--- src/rtl/fifo_rr_write_arbiter.sv ---
`default_nettype none
// ============================================================================
// Module   : fifo_rr_write_arbiter
// Brief    : Round-robin arbiter sharing one FIFO write port among NUM_REQ
//            valid/ready producers, with bounded bursts and a word counter.
// Revision : 1.0 - initial release
// ============================================================================
module fifo_rr_write_arbiter #(
    parameter int NUM_REQ    = 4,
    parameter int DATA_WIDTH = 8,
    parameter int MAX_BURST  = 4,
    parameter int CNT_WIDTH  = 16
) (
    input  logic                          clk,
    input  logic                          rst,
    input  logic [NUM_REQ-1:0]            req_valid,
    input  logic [NUM_REQ*DATA_WIDTH-1:0] req_data,
    output logic [NUM_REQ-1:0]            req_ready,
    input  logic                          fifo_full,
    output logic                          fifo_w_en,
    output logic [DATA_WIDTH-1:0]         fifo_data_in,
    output logic                          grant_valid,
    output logic [$clog2(NUM_REQ)-1:0]    grant_id,
    output logic [CNT_WIDTH-1:0]          word_count
);

    localparam int c_ID_W    = $clog2(NUM_REQ);
    localparam int c_BURST_W = (MAX_BURST > 1) ? $clog2(MAX_BURST) : 1;
    localparam logic [c_BURST_W-1:0] c_LAST_BEAT = c_BURST_W'(MAX_BURST - 1);

    localparam logic [0:0] c_IDLE  = 1'b0;
    localparam logic [0:0] c_GRANT = 1'b1;

    logic [0:0]           r_state;
    logic [c_ID_W-1:0]    r_rr_ptr;
    logic [c_ID_W-1:0]    r_grant_id;
    logic [c_BURST_W-1:0] r_burst_cnt;
    logic [CNT_WIDTH-1:0] r_word_count;

    logic                 w_grant_st;
    logic                 w_cur_valid;
    logic                 w_xfer;
    logic                 w_release;
    logic                 w_sel_valid;
    logic [c_ID_W-1:0]    w_sel_id;
    logic [c_ID_W-1:0]    w_idx;
    logic [c_ID_W-1:0]    w_next_ptr;
    logic                 w_cnt_sat;

    // Scan from the highest offset down so the lowest offset from rr_ptr wins.
    always_comb begin
        w_sel_valid = 1'b0;
        w_sel_id    = '0;
        w_idx       = '0;
        for (int k = NUM_REQ - 1; k >= 0; k--) begin
            w_idx = c_ID_W'((32'(r_rr_ptr) + 32'(k)) % 32'(NUM_REQ));
            if (req_valid[w_idx]) begin
                w_sel_valid = 1'b1;
                w_sel_id    = w_idx;
            end
        end
    end

    assign w_grant_st  = (r_state == c_GRANT);
    assign w_cur_valid = req_valid[r_grant_id];
    assign w_xfer      = w_grant_st && w_cur_valid && !fifo_full;
    // A stalled (full) cycle never releases, even if the owner has dropped valid.
    assign w_release   = w_grant_st && !fifo_full &&
                         (!w_cur_valid || (r_burst_cnt == c_LAST_BEAT));
    assign w_next_ptr  = (r_grant_id == c_ID_W'(NUM_REQ - 1)) ? '0
                                                              : r_grant_id + 1'b1;
    assign w_cnt_sat   = &r_word_count;

    always_comb begin
        req_ready = '0;
        if (w_grant_st && !fifo_full) begin
            req_ready[r_grant_id] = 1'b1;
        end
    end

    assign fifo_w_en    = w_xfer;
    assign fifo_data_in = w_grant_st ? req_data[r_grant_id*DATA_WIDTH +: DATA_WIDTH]
                                     : '0;
    assign grant_valid  = w_grant_st;
    assign grant_id     = r_grant_id;
    assign word_count   = r_word_count;

    always_ff @(posedge clk or negedge rst) begin
        if (!rst) begin
            r_state      <= c_IDLE;
            r_rr_ptr     <= '0;
            r_grant_id   <= '0;
            r_burst_cnt  <= '0;
            r_word_count <= '0;
        end else begin
            case (r_state)
                c_IDLE: begin
                    if (w_sel_valid) begin
                        r_grant_id  <= w_sel_id;
                        r_burst_cnt <= '0;
                        r_state     <= c_GRANT;
                    end
                end
                c_GRANT: begin
                    if (w_release) begin
                        r_rr_ptr    <= w_next_ptr;
                        r_burst_cnt <= '0;
                        r_state     <= c_IDLE;
                    end else if (w_xfer) begin
                        r_burst_cnt <= r_burst_cnt + 1'b1;
                    end
                end
                default: r_state <= c_IDLE;
            endcase
            if (w_xfer && !w_cnt_sat) begin
                r_word_count <= r_word_count + 1'b1;
            end
        end
    end

endmodule
`default_nettype wire

--- config.mk ---
export PLATFORM = sky130hd
export DESIGN_NAME = fifo_rr_write_arbiter
export DESIGN_NICKNAME = d
export VERILOG_FILES = /design/src/rtl/fifo_rr_write_arbiter.sv
export SDC_FILE = /design/constraint.sdc
export NUM_CORES = 1
export LEC_CHECK = 0
export CORE_MARGIN = 2
export CORE_UTILIZATION = 35
export DETAILED_ROUTE_END_ITERATION = 6
export GPL_TIMING_DRIVEN = 0
export PLACE_DENSITY = 0.71
export SYNTH_ARGS = -nofsm -noshare
export SYNTH_HDL_FRONTEND = slang
export SYNTH_SLANG_ARGS = --single-unit
--- constraint.sdc ---
create_clock -name clk -period 1.9 [get_ports clk]
set_clock_uncertainty 0.05 [all_clocks]
set_input_delay 0.38 -clock clk [delete_from_list [all_inputs] [get_ports clk]]
set_output_delay 0.38 -clock clk [all_outputs]
set_load 0.05 [all_outputs]
==> impl_results.md <==
* TritonCTS buffer count at 3
* Remaining routing DRC violations at 0
* Seq/Total Area, Yosys at 0.371
* Post-synth EDFFs at 0
* Rel. slew slack at 0.314
* Syn avg cell area at around 10 sq um
* Vias at 1455
* CTS Buffer Depth at 2
* IO Pins at 71
* RD Place Congestion at 0.799
* Yosys warnings at 0
* Post-synth top area cell: dfrtp_1
* Synthesized instance count at 148
* Die Span Y at 70.6 um
* VDD IR max at 1.25 mV
* GR Overflow Total at 0
* Post-synth cell types at 36
* Min-Delay Endpoint: word_count[14]
* Mapped Nets at 193
* Drt wl/cell at 15.3 um
* Share of layout cells above drive strength 1 at 0.348
* Synth top area cells: dfrtp_1, mux4_2, xor2_1
* Status: finished, violations left
* Final setup margin at -0.163 ns
* Crit share post-route at 1.09
* Worst Tran Pin Value at 1.03 ns
* Reg2reg setup slack at -0.06 ns
* CP Launch Type: flop
* Vias in the first global route at 1450
* Commonest non-fill, non-tap cell in the layout: clkdlybuf4s50_1
* Crit end category: primary output
* Crit path arrival time at 1.63 ns
* Unrepaired setup endpoints after global routing: yes
* Final setup vio count at 12
* Clock-pin slew on the worst setup and hold paths at approximately 0.08 ns
* Reg2Reg Depth at 6
* HP Class: flop to flop
* Die area at 4980 sq um
* Final ANT Viol Nets at 0
* CP Max Fanout at 8
* Most frequent cells in the layout: clkdlybuf4s50_1, dlygate4sd2_1, xor2_1, dfrtp_2
* Clock root buffer: clkbuf_8
* Synth Register Bits at 23
* Total core area at 4320 sq um
* Cell Area, Synth at 1550 sq um
* CTS tree: built
* Final hold vios at 0
* Worst slack, placed at -0.978 ns
* Fmax at 485 MHz
* Min cycle time layout at 2.06 ns
* Pin count of the biggest net entering global routing at 24
* Vias per inst at 5.16
* Final Max Tran Viols at 0
* Total Neg Setup Slack at -1.40 ns
* Starting DRT DRC Count at 46
* Global Route Usage Sum at 0.180
* WS Path Type: flop to primary output
* Worst hold path stage count at 1
* Die X at 70.6 um
* Failing checks: negative setup slack
* Share of flip-flops with an asynchronous set or reset at 1.00
* Layout area overhead at 68.3%
* HPWL after DPL at 3.24 mm
* First-pass GRT wire length at 7.24 mm
* R2R Path Start: grant_id[0]
* WP data required at 1.47 ns
* Synth top area share at 0.371
* Power per standard cell area at 1360 nW/um^2
* Buffers on Ports at 70
* Initial Util at 0.359
* Min-Delay Startpoint: word_count[14]
* Drt first pass iters at 4
* Ant diodes at 0
* Maxcap violations at 0
* Synth Flop Type: dfrtp_1
* Initial antenna violation count at 0
* Htree depth at 1
* Leak Pwr at around 1.2 nW
* FF-to-FF End: word_count[6]
* Skew-Pair Late Insertion Delay at 0.26 ns
* Cts hold-fix bufs at 0
* # clock sinks at 23
* Detailed Route WL at 4.32 mm
* Rows at 24
* Layout Nets at 276
-- repair_timing --
action	CTS	global route
endpoints found under the setup margin	41	26
setup buffers	8	2
gates cloned	0	0
endpoints found under the hold margin	0	0
pin swaps	4	6
resized for setup	123	17
-- worst max-delay path: stages, from the launching register on --
cell and delay, ns:
dfrtp_2 0.41, buf_12 0.15, mux4_2 0.50, and2_4 0.17
buf_6 0.14
-- worst max-delay path by stage --
stage,endpoint,slack (ns),start,cells after the start
finish,fifo_data_in[0],-0.16,grant_id[0],4
global route,fifo_data_in[1],-0.22,grant_id[0],4
floorplan,fifo_w_en,-0.17,grant_id[1],4
detailed placement,fifo_w_en,-0.98,req_valid[1],5
CTS,fifo_data_in[0],-0.18,grant_id[0],4
global placement,fifo_w_en,-0.96,req_valid[3],5
-- cell usage after synthesis (2+ instances only) --
master,instances
dfrtp_1,23
xor2_1,15
and2_1,14
nand2_1,8
nor2_1,8
nand3_1,7
ha_1,6
inv_1,6
mux4_2,6
nand4_1,6
nor3_1,6
nor4_1,6
a21oi_1,4
mux2_2,3
mux4_1,3
nand2b_1,3
o21ai_0,3
nor3b_1,2
o221ai_1,2
-- power by group --
part | switching (W) | internal [W] | total (W)
sequential | 0.000170 | 0.000624 | 0.000794
clock | 0.000146 | 0.000150 | 0.000296
combinational | 0.00136 | 0.00109 | 0.00245
-- kinds of logic after synthesis --
logic type	after synthesis	share of synthesized area
compound gates	14	0.0573
xor+xnor	15	0.0847
fa+ha+maj	6	0.0484
buf+inv	10	0.0299
flops	23	0.371
mux	12	0.160
simple gates	68	0.249
-- metal layers --
metal | global-route usage | vias to the layer above | part of all wire
met3 | 0.0285 | 9 | 0.027
met2 | 0.294 | 32 | 0.52
met4 | 0.0440 | 0 | 0.013
met1 | 0.254 | 708 | 0.44
li1 | - | 706 | -
met5 | 0 | - | 0
-- sequential cells by signal, indices dropped and copies added (netlist names) --
name	count
word_count	16
grant_id	2
r_burst_cnt	2
r_rr_ptr	2
grant_valid	1
-- final cells by class --
type,instances,area (sq um)
clock buffers,4,45.0
fillers,379,1720
inverters,6,28.8
well taps,52,65.1
repair buffers,80,786
flip-flops and latches,23,591
multi-input cells,115,1070
plain buffers,2,23.8
-- per-stage QoR --
stage / cell area [sq um] / cells / power (W) / hold WS [ns] / util
2_1_floorplan: 1670 / 148 / 0.00234 / 0.0344 / -
3_3_place_gp: 2430 / 270 / 0.00299 / 0.419 / 0.563
3_5_place_dp: 2430 / 270 / 0.00302 / 0.423 / 0.563
4_1_cts: 2550 / 282 / 0.00351 / 0.430 / 0.591
5_1_grt: 2610 / 282 / 0.00375 / 0.443 / 0.603
6_report: 2610 / 282 / 0.00354 / 0.427 / 0.603
Note: power is estimated with default switching activity, not from simulation.
